[src/rtl/fetch_pkg.sv]
// Shared types and defaults for the instruction fetch unit.
package fetch_pkg;

    localparam logic [31:0] RESET_PC_DEFAULT   = 32'h0000_0000;
    localparam int          IMEM_BYTES_DEFAULT = 1024;
    localparam logic [31:0] INSN_NOP           = 32'h0000_0013;

    typedef struct packed {
        logic [31:0] pc;
        logic [31:0] inst;
    } fetch_entry_t;

    function automatic logic [31:0] align_word(input logic [31:0] addr);
        return {addr[31:2], 2'b00};
    endfunction

endpackage

[src/rtl/inst_fetch_unit_if.sv]
// Fetch unit boundary: imem request/response, redirect from execute, decode handshake, status.
interface inst_fetch_unit_if #(
    parameter int DEPTH = 2
);
    logic [31:0]              imem_pc;
    logic [31:0]              imem_inst;
    logic                     redirect;
    logic [31:0]              redirect_pc;
    logic                     dec_valid;
    logic                     dec_ready;
    logic [31:0]              dec_pc;
    logic [31:0]              dec_inst;
    logic [$clog2(DEPTH):0]   q_count;
    logic                     misalign_err;
    logic                     fetch_fault;

    modport master (
        output imem_pc,
        input  imem_inst,
        input  redirect,
        input  redirect_pc,
        output dec_valid,
        input  dec_ready,
        output dec_pc,
        output dec_inst,
        output q_count,
        output misalign_err,
        output fetch_fault
    );

    modport slave (
        input  imem_pc,
        output imem_inst,
        output redirect,
        output redirect_pc,
        input  dec_valid,
        output dec_ready,
        input  dec_pc,
        input  dec_inst,
        input  q_count,
        input  misalign_err,
        input  fetch_fault
    );

endinterface

[src/rtl/fetch_fifo.sv]
// DEPTH-entry fetch queue with wrap-around pointers; flush beats any write or read.
module fetch_fifo
    import fetch_pkg::*;
#(
    parameter int DEPTH = 2
) (
    input  logic                   clk,
    input  logic                   reset,
    input  logic                   flush,
    input  logic                   wr_en,
    input  fetch_entry_t           wr_data,
    input  logic                   rd_en,
    output fetch_entry_t           rd_data,
    output logic [$clog2(DEPTH):0] count
);
    localparam int AW = $clog2(DEPTH);
    localparam int CW = AW + 1;

    fetch_entry_t    r_mem [DEPTH];
    logic [AW-1:0]   r_wr_ptr;
    logic [AW-1:0]   r_rd_ptr;
    logic [CW-1:0]   r_count;

    // Storage array; no reset needed since occupancy qualifies every read.
    always_ff @(posedge clk) begin
        if (wr_en && !flush) begin
            r_mem[r_wr_ptr] <= wr_data;
        end
    end

    // Pointer and occupancy bookkeeping.
    always_ff @(posedge clk or posedge reset) begin
        if (reset) begin
            r_wr_ptr <= {AW{1'b0}};
            r_rd_ptr <= {AW{1'b0}};
            r_count  <= {CW{1'b0}};
        end else if (flush) begin
            r_wr_ptr <= {AW{1'b0}};
            r_rd_ptr <= {AW{1'b0}};
            r_count  <= {CW{1'b0}};
        end else begin
            if (wr_en) begin
                r_wr_ptr <= r_wr_ptr + AW'(1);
            end
            if (rd_en) begin
                r_rd_ptr <= r_rd_ptr + AW'(1);
            end
            case ({wr_en, rd_en})
                2'b10:   r_count <= r_count + CW'(1);
                2'b01:   r_count <= r_count - CW'(1);
                default: r_count <= r_count;
            endcase
        end
    end

    assign rd_data = r_mem[r_rd_ptr];
    assign count   = r_count;

endmodule

[src/rtl/inst_fetch_unit.sv]
// Instruction fetch: owns the PC, queues {pc, inst} pairs for decode, handles redirects and the imem bound.
module inst_fetch_unit
    import fetch_pkg::*;
#(
    parameter int          DEPTH      = 2,
    parameter logic [31:0] RESET_PC   = RESET_PC_DEFAULT,
    parameter int          IMEM_BYTES = IMEM_BYTES_DEFAULT
) (
    input logic               clk,
    input logic               reset,
    inst_fetch_unit_if.master bus
);
    localparam int            CW         = $clog2(DEPTH) + 1;
    localparam logic [CW-1:0] FULL_COUNT = CW'(DEPTH);
    localparam logic [31:0]   LAST_PC    = 32'(IMEM_BYTES - 4);

    logic [31:0]   r_pc;
    logic          r_fault;
    logic          r_misalign;
    fetch_entry_t  r_last;

    fetch_entry_t  w_head;
    fetch_entry_t  w_wr_data;
    logic [CW-1:0] w_count;
    logic          w_in_range;
    logic          w_nonempty;
    logic          w_dec_valid;
    logic          w_pop;
    logic          w_has_room;
    logic          w_push;

    // Handshake decode: a redirect kills the head and blocks the push in the same cycle.
    always_comb begin
        w_in_range       = (r_pc <= LAST_PC);
        w_nonempty       = (w_count != {CW{1'b0}});
        w_dec_valid      = w_nonempty & ~bus.redirect;
        w_pop            = w_dec_valid & bus.dec_ready;
        w_has_room       = (w_count < FULL_COUNT) | w_pop;
        w_push           = ~bus.redirect & ~r_fault & w_in_range & w_has_room;
        w_wr_data.pc     = r_pc;
        w_wr_data.inst   = bus.imem_inst;
    end

    fetch_fifo #(
        .DEPTH (DEPTH)
    ) u_fifo (
        .clk     (clk),
        .reset   (reset),
        .flush   (bus.redirect),
        .wr_en   (w_push),
        .wr_data (w_wr_data),
        .rd_en   (w_pop),
        .rd_data (w_head),
        .count   (w_count)
    );

    // PC, fault/misalign flags and the last delivered entry (shown while the queue is empty).
    always_ff @(posedge clk or posedge reset) begin
        if (reset) begin
            r_pc       <= RESET_PC;
            r_fault    <= 1'b0;
            r_misalign <= 1'b0;
            r_last     <= '{pc: 32'h0000_0000, inst: 32'h0000_0000};
        end else if (bus.redirect) begin
            r_pc       <= align_word(bus.redirect_pc);
            r_fault    <= 1'b0;
            r_misalign <= |bus.redirect_pc[1:0];
        end else begin
            r_misalign <= 1'b0;
            if (w_push) begin
                r_pc <= r_pc + 32'd4;
            end
            if (!w_in_range) begin
                r_fault <= 1'b1;
            end
            if (w_pop) begin
                r_last <= w_head;
            end
        end
    end

    assign bus.imem_pc      = r_pc;
    assign bus.dec_valid    = w_dec_valid;
    assign bus.dec_pc       = w_nonempty ? w_head.pc   : r_last.pc;
    assign bus.dec_inst     = w_nonempty ? w_head.inst : r_last.inst;
    assign bus.q_count      = w_count;
    assign bus.misalign_err = r_misalign;
    assign bus.fetch_fault  = r_fault;

endmodule
[src/flat_wrapper.sv]
// flat-port wrapper written by rule: the top's interface ports become plain ports
module inst_fetch_unit_flat import fetch_pkg::*;
#(
    parameter int          DEPTH      = 2,
    parameter logic [31:0] RESET_PC   = RESET_PC_DEFAULT,
    parameter int          IMEM_BYTES = IMEM_BYTES_DEFAULT
)
  (clk, reset, bus_imem_pc, bus_imem_inst, bus_redirect, bus_redirect_pc, bus_dec_valid, bus_dec_ready, bus_dec_pc, bus_dec_inst, bus_q_count, bus_misalign_err, bus_fetch_fault);
  inst_fetch_unit_if #(.DEPTH(DEPTH)) bus_i ();
  input logic clk;
  input logic reset;
  output wire logic [$bits(bus_i.imem_pc)-1:0] bus_imem_pc;
  input wire logic [$bits(bus_i.imem_inst)-1:0] bus_imem_inst;
  input wire logic [$bits(bus_i.redirect)-1:0] bus_redirect;
  input wire logic [$bits(bus_i.redirect_pc)-1:0] bus_redirect_pc;
  output wire logic [$bits(bus_i.dec_valid)-1:0] bus_dec_valid;
  input wire logic [$bits(bus_i.dec_ready)-1:0] bus_dec_ready;
  output wire logic [$bits(bus_i.dec_pc)-1:0] bus_dec_pc;
  output wire logic [$bits(bus_i.dec_inst)-1:0] bus_dec_inst;
  output wire logic [$bits(bus_i.q_count)-1:0] bus_q_count;
  output wire logic [$bits(bus_i.misalign_err)-1:0] bus_misalign_err;
  output wire logic [$bits(bus_i.fetch_fault)-1:0] bus_fetch_fault;
  assign bus_imem_pc = bus_i.imem_pc;
  assign bus_i.imem_inst = bus_imem_inst;
  assign bus_i.redirect = bus_redirect;
  assign bus_i.redirect_pc = bus_redirect_pc;
  assign bus_dec_valid = bus_i.dec_valid;
  assign bus_i.dec_ready = bus_dec_ready;
  assign bus_dec_pc = bus_i.dec_pc;
  assign bus_dec_inst = bus_i.dec_inst;
  assign bus_q_count = bus_i.q_count;
  assign bus_misalign_err = bus_i.misalign_err;
  assign bus_fetch_fault = bus_i.fetch_fault;
  inst_fetch_unit #(.DEPTH(DEPTH), .RESET_PC(RESET_PC), .IMEM_BYTES(IMEM_BYTES)) u_core (.clk(clk), .reset(reset), .bus(bus_i));
endmodule
[config.mk]
export PLATFORM = sky130hd
export DESIGN_NAME = inst_fetch_unit_flat
export DESIGN_NICKNAME = d
export VERILOG_FILES = /design/src/rtl/fetch_pkg.sv /design/src/rtl/inst_fetch_unit_if.sv /design/src/rtl/fetch_fifo.sv /design/src/rtl/inst_fetch_unit.sv /design/src/flat_wrapper.sv
export SDC_FILE = /design/constraint.sdc
export NUM_CORES = 1
export LEC_CHECK = 0
export CAP_MARGIN = 20
export CORE_UTILIZATION = 30
export CTS_CLUSTER_DIAMETER = 50
export DETAILED_ROUTE_END_ITERATION = 8
export HOLD_SLACK_MARGIN = 0.03
export PLACE_DENSITY_LB_ADDON = 0.12
export SYNTH_ARGS = -nofsm -noshare
export SYNTH_HDL_FRONTEND = slang
export SYNTH_HIERARCHICAL = 1
export SYNTH_SLANG_ARGS = --single-unit
[constraint.sdc]
create_clock -name clk -period 8.8 [get_ports clk]
set_input_delay 1.76 -clock clk [delete_from_list [all_inputs] [get_ports clk]]
set_output_delay 1.76 -clock clk [all_outputs]
set_load 0.1 [all_outputs]
-- After elaboration in Yosys (flattened, before gate mapping)
Memories as Yosys holds them, arrays and structs flattened.
Cells that the tools add are included.
- flip-flop bits (word level): 102
- memory bits (writable): 128
- bits of input ports: 68
- output and inout bits: 101
- logic and storage cells: 50
- memories kept: 1
- add/sub/neg operators: 5
- $lt $le $gt $ge: 2
- equal/unequal tests: 3
- multiplexer cells: 15
- bitwise operators: 8
- reductions and logical operators: 8
- memories (memory ; depth ; width ; read ports ; clocked after memory_dff ; wr ports ; line ; RTL):
    u_core.u_fifo.r_mem ; 2 ; 64 ; 1 ; 0 ; 1 ; fetch_fifo.sv:19 ; fetch_entry_t r_mem [DEPTH];
- operators by type and width (kind ; number):
    32-bit two-way mux ; 4
    32-bit by 3-bit adder with 32-bit output, second input constant ; 1
    32-bit by 10-bit less-or-equal comparator with 1-bit output, second input constant ; 1
    1-bit two-way mux ; 9
    2-bit nonzero test ; 3
    1-bit bitwise AND ; 5
    2-bit case mux with 2 select lines ; 1
    3-bit nonzero test ; 1
    1-bit adder, second input constant ; 2
    2-bit by 1-bit adder with 2-bit output, second input constant ; 1
    2-bit by 1-bit == test with 1-bit output, second input constant ; 1
    2-bit == test, second input constant ; 1
    2-bit less-than comparator, second input constant ; 1
    2-bit two-way mux ; 1
    2-bit != test, second input constant ; 1
    1-bit NOT ; 2
    2-bit AND reduction ; 1
    2-bit OR reduction ; 1
    2-bit by 1-bit subtractor with 2-bit output, second input constant ; 1
    1-bit logical AND ; 1
    1-bit zero test ; 1
    1-bit bitwise OR ; 1

-- Depth between registers and ports, before layout
- depth in word-level cells: 8
- mapped depth: 7
- depth with buffers taken out: 6

-- By module
The synthesis kept the hierarchy.
- by module, submodules not included (module ; times used ; cells each ; area each (um^2) ; sequential area each (um^2)):
    fetch_fifo ; 1 ; 219 ; 5032.3 ; 3943.8
    inst_fetch_unit ; 1 ; 336 ; 4702.0 ; 2402.3

-- Least setup slack after synthesis
No wires, ideal clock.
- kind: input -> register
- start point: in bus_redirect
- end point: mem u_core/u_fifo/r_mem[0][0] (netlist name), enable pin
- setup time: 579 ps
- arrival: 7390 ps
- required time: 8221 ps
- path slack: 832 ps
- cell stages on the path: 4
- buffers on the path: 0
- path through: nor4_4 nand4_2 nor2_1 nor3b_1
- word-level cells in the longest chain between the ends: 8
- elaborated cells on any way between the ends: 11
- those cells by class: 2 x mux; 7 x bitwise; 2 x reduce/logical
- ends and longest elaborated chain (what ; line ; RTL):
    from (decl) ; flat_wrapper.sv:14 ; input wire logic [$bits(bus_i.redirect)-1:0] bus_redirect;
    1-bit NOT (no source line) (*) ; n/a ;
    1-bit bitwise AND ; inst_fetch_unit.sv:36 ; w_dec_valid = w_nonempty & ~bus.redirect;
    1-bit bitwise AND ; inst_fetch_unit.sv:37 ; w_pop = w_dec_valid & bus.dec_ready;
    1-bit bitwise OR ; inst_fetch_unit.sv:38 ; w_has_room = (w_count < FULL_COUNT) | w_pop;
    1-bit bitwise AND (*) ; inst_fetch_unit.sv:39 ; w_push = ~bus.redirect & ~r_fault & w_in_range & w_has_room;
    net u_core.w_push ; inst_fetch_unit.sv:30 ; logic w_push;
    1-bit logical AND (*) ; fetch_fifo.sv:26 ; if (wr_en && !flush) begin
    1-bit two-way mux (*) ; fetch_fifo.sv:26 ;
    1-bit two-way mux (implied by the code) (*) ; fetch_fifo.sv:27 ; r_mem[r_wr_ptr] <= wr_data;
    to (decl) ; fetch_fifo.sv:19 ;
Mark *: on every way through the listed nets, which the timed path passes. The rest lies on a longest branch.

-- Worst setup path in the final report
- start point: reg u_core.u_fifo.r_count[0], in the netlist u_core/u_fifo/count[0]
- end point: out bus_dec_pc[31]
- word-level cells in the longest chain between the ends: 2
- ends and longest elaborated chain (what ; line ; RTL):
    from (decl) ; fetch_fifo.sv:22 ; logic [CW-1:0] r_count;
    from (signal assigned) ; fetch_fifo.sv:36 ; r_count <= {CW{1'b0}};
    from (signal assigned) ; fetch_fifo.sv:40 ; r_count <= {CW{1'b0}};
    from (signal assigned) ; fetch_fifo.sv:49 ; 2'b10: r_count <= r_count + CW'(1);
    2-bit nonzero test ; inst_fetch_unit.sv:35 ; w_nonempty = (w_count != {CW{1'b0}});
    32-bit two-way mux ; inst_fetch_unit.sv:84 ; assign bus.dec_pc = w_nonempty ? w_head.pc : r_last.pc;
    to (decl) ; flat_wrapper.sv:18 ; output wire logic [$bits(bus_i.dec_pc)-1:0] bus_dec_pc;
Every way passes these cells.

==> flow_metrics.env <==
export IMPL_post_cts_setup_buffer_count=0
export IMPL_antenna_cells_inserted=0
export IMPL_worst_setup_hold_path_clk_slew_ns=0.05
export IMPL_die_height_um=182.1
export IMPL_path_max_fanout=53
export IMPL_yosysTopAreaCell="sky130_fd_sc_hd__edfxtp_1"
export IMPL_core_area_sq_mm=0.03172
export IMPL_vias=5428
export IMPL_drc_violations_left=0
export IMPL_grt_pass1_wl_mm=33.94
export IMPL_die_width_um=182.1
export IMPL_yosys_cell_types_count=46
export IMPL_antenna_found_initial=1
export IMPL_worst_setup_path_type="reg -> out"
export IMPL_drt_pass1_iter_count=4
export IMPL_floorplan_initialDensity_pct=30.69
export IMPL_grt_start_max_net_pins=66
export IMPL_postSynthAreaPerCell_sq_um=17.54
export IMPL_critical_path_endpoint_type="output pin"
export IMPL_cp_required_ns=7.04
export IMPL_synthesis_instances=555
export IMPL_yosysWarningCount=6
export IMPL_clock_skew_ns=0.01100
export IMPL_achievable_frequency_ghz=0.1817
export IMPL_max_cap_viols=0
export IMPL_synthToLayoutAreaGrowth_pct=31.18
export IMPL_globalRouteMet3Util_pct=3.612
export IMPL_yosys_area_top_type_share_pct=39.49
export IMPL_finalWirelength_mm=22.16
export IMPL_slowest_delay_ns=1.20
export IMPL_dieArea_sq_mm=0.03317
export IMPL_crit_chain="nor2_4 -> buf_4 -> mux2_2 -> clkdlybuf4s50_1"
export IMPL_drt_initial_drc_count=153
export IMPL_finalWeightedCongestion=0.6918
export IMPL_setup_repair_after_global_routing_missed_its_margin="false"
export IMPL_tightest_slew_ns=1.080
export IMPL_synth_top_cells_by_count="164 x sky130_fd_sc_hd__mux2_2, 128 x sky130_fd_sc_hd__edfxtp_1, 100 x sky130_fd_sc_hd__dfrtp_1, 50 x sky130_fd_sc_hd__mux2_4, 16 x sky130_fd_sc_hd__buf_2"
export IMPL_num_ports=169
export IMPL_ir_drop_v=0.0001251
export IMPL_met1_usage_pct=16.14
export IMPL_finalNetCount=807
export IMPL_cts_buffers_inserted=30
export IMPL_synth_area_top_cells="sky130_fd_sc_hd__edfxtp_1 39%, sky130_fd_sc_hd__dfrtp_1 26%, sky130_fd_sc_hd__mux2_2 19%, sky130_fd_sc_hd__mux2_4 7.7%, sky130_fd_sc_hd__nor4_4 0.87%"
export IMPL_fraction_of_registers_with_async_set_reset_pct=43.86
export IMPL_crit_slowest_cell="sky130_fd_sc_hd__clkdlybuf4s50_1"
export IMPL_setup_violations=0
export IMPL_critical_path_startpoint_type="flip-flop"
export IMPL_via_count_of_the_first_global_routing_pass=5933
export IMPL_cts_htree_levels=1
export IMPL_period_minus_slack_ns=5.503
export IMPL_max_slew_margin_pct=27.76
export IMPL_status="finished clean"
export IMPL_port_buffers=166
export IMPL_final_antenna_net_count=0
export IMPL_cts_max_path_buffers=3
export IMPL_power_density_of_the_placed_cells_mw_per_mm2=226.8
export IMPL_dp_hpwl_mm=13.59
export IMPL_globalRouteMet2Util_pct=23.57
export IMPL_post_cts_hold_buffer_count=0
export IMPL_grt_busiest_layer="met2"
export IMPL_power_leakage_nw=4.961
export IMPL_groute_usage_overall_pct=13.35
export IMPL_drt_vias_per_instance=4.663
export IMPL_cts_resized=0
export IMPL_ys_ff_latch=228
export IMPL_tritoncts="yes"
export IMPL_holdWs_ns=0.4976
export IMPL_synth_yosys_seq_area_share_pct=65.19
export IMPL_fraction_of_layout_cells_with_a_size_suffix_above_1_pct=37.66
export IMPL_worstHoldPathType="reg -> reg"
export IMPL_tns_ns=0
export IMPL_root_buffer="sky130_fd_sc_hd__clkbuf_16"
export IMPL_syn_cell_area_sq_mm=0.009734
export IMPL_worst_ep_arrival_time_ns=3.74
export IMPL_yosys_cell_count_top_type="sky130_fd_sc_hd__mux2_2"
export IMPL_slew_viol_final=0
export IMPL_worstSkewPairLatency_ns=0.54
export IMPL_globalRouteOverflowTotal=0
export IMPL_floorplan_rows=65
export IMPL_routedWlPerCell_um=19.04
export IMPL_report_final_hold_viol_count=0
export IMPL_timing_final_crit_share_pct=62.53
export IMPL_synth_edff_count=128
export IMPL_numClockSinks=228
export IMPL_synth_main_ff_cell="sky130_fd_sc_hd__edfxtp_1"
## through the flow
step                      setup WS (ns)  power (W)  std cells  utilization, %  instance area, sq um
after floorplan                  0.8315   0.001631        560               -                  9753
after global placement            3.428   0.001776       1108           37.26                 11820
after detailed placement          3.447   0.001781       1108           37.26                 11820
after CTS                         3.204   0.002943       1164           40.26                 12770
after global routing              3.089   0.003008       1164           40.26                 12770
final                             3.297   0.002896       1164           40.26                 12770
## cells by family after synthesis
family,Yosys count,share of synthesized area (%)
DFF,228,65.19
other,1,0.03852
muxes,214,26.68
xor gates and xnor gates,3,0.2700
adders and majority gates,1,0.1285
and+or+nand+nor,49,3.625
buffers and inverters,37,2.249
AOI/OAI and AO/OA,22,1.812
## sequential cells by signal (all words and copies together), names as in the netlist
register                 flops
u_core/bus.fetch_fault       1
u_core/bus.imem_pc          30
u_core/bus.misalign_err      1
u_core/r_last               64
u_core/u_fifo/count          2
u_core/u_fifo/r_mem        128
u_core/u_fifo/r_rd_ptr       1
u_core/u_fifo/r_wr_ptr       1
## metal layers
metal  wire length, um  vias to the layer above
met5                 9                        -
met3              1451                       29
li1                  -                     2466
met1              9325                     2800
met2             11070                      131
met4               297                        2
## cells in the final DEF, fill, tap and decap left out, types with 2 or more instances in the layout
cell and count:
sky130_fd_sc_hd__clkdlybuf4s50_1 165, sky130_fd_sc_hd__mux2_2 164, sky130_fd_sc_hd__edfxtp_1 128, sky130_fd_sc_hd__dfrtp_1 99
sky130_fd_sc_hd__mux2_4 50, sky130_fd_sc_hd__clkbuf_16 31, sky130_fd_sc_hd__nor2_1 12, sky130_fd_sc_hd__clkbuf_1 9
sky130_fd_sc_hd__inv_1 8, sky130_fd_sc_hd__buf_4 8, sky130_fd_sc_hd__clkinv_2 7, sky130_fd_sc_hd__nand2_1 7
sky130_fd_sc_hd__conb_1 6, sky130_fd_sc_hd__clkinvlp_4 4, sky130_fd_sc_hd__nor4_4 4, sky130_fd_sc_hd__a31oi_1 4
sky130_fd_sc_hd__nor3_1 4, sky130_fd_sc_hd__o311ai_0 4, sky130_fd_sc_hd__nand3_1 3, sky130_fd_sc_hd__o211ai_1 3
sky130_fd_sc_hd__clkbuf_8 2, sky130_fd_sc_hd__nor4_2 2, sky130_fd_sc_hd__o31a_1 2, sky130_fd_sc_hd__and2_1 2
sky130_fd_sc_hd__xnor2_1 2, sky130_fd_sc_hd__nor3b_2 2
## power by group
part	switching, W	internal [W]
registers	0.0000390	0.00118
logic	0.000389	0.000150
clock network	0.000447	0.000694
total	0.000875	0.00202
## final cells by class
type | instances | area, sq um
repair buffers | 174 | 1717
clock inverters | 14 | 115.1
multi-input cells | 295 | 3212
inverters | 9 | 36.28
well taps | 402 | 503.0
clock buffers | 42 | 837.1
flip-flops and latches | 228 | 6350
fillers | 2931 | 18950
## worst max-delay path, delay by kind of cell (launching register included)
kind / cells / cell delay [ns]
simple gates: 1 / 0.47
flops: 1 / 0.45
mux: 1 / 0.29
buf+inv: 2 / 1.97
## worst paths after layout
check | start | end | slack, ns | cells after the start
setup / recovery | u_core/u_fifo/count[0] | bus_dec_pc[31] | 3.30 | 4
hold / removal | u_core/r_last[29] | u_core/r_last[29] | 0.50 | 1
setup reg to reg | u_core/bus.imem_pc[17] | u_core/u_fifo/r_mem[1][16] | 5.25 | 5
hold reg to reg | u_core/r_last[29] | u_core/r_last[29] | 0.50 | 1
max in group asynchronous | reset | u_core/bus.imem_pc[15] | 5.89 | 3
min in group asynchronous | reset | u_core/u_fifo/r_rd_ptr | 1.51 | 2
(Power assumes the default switching activity.)
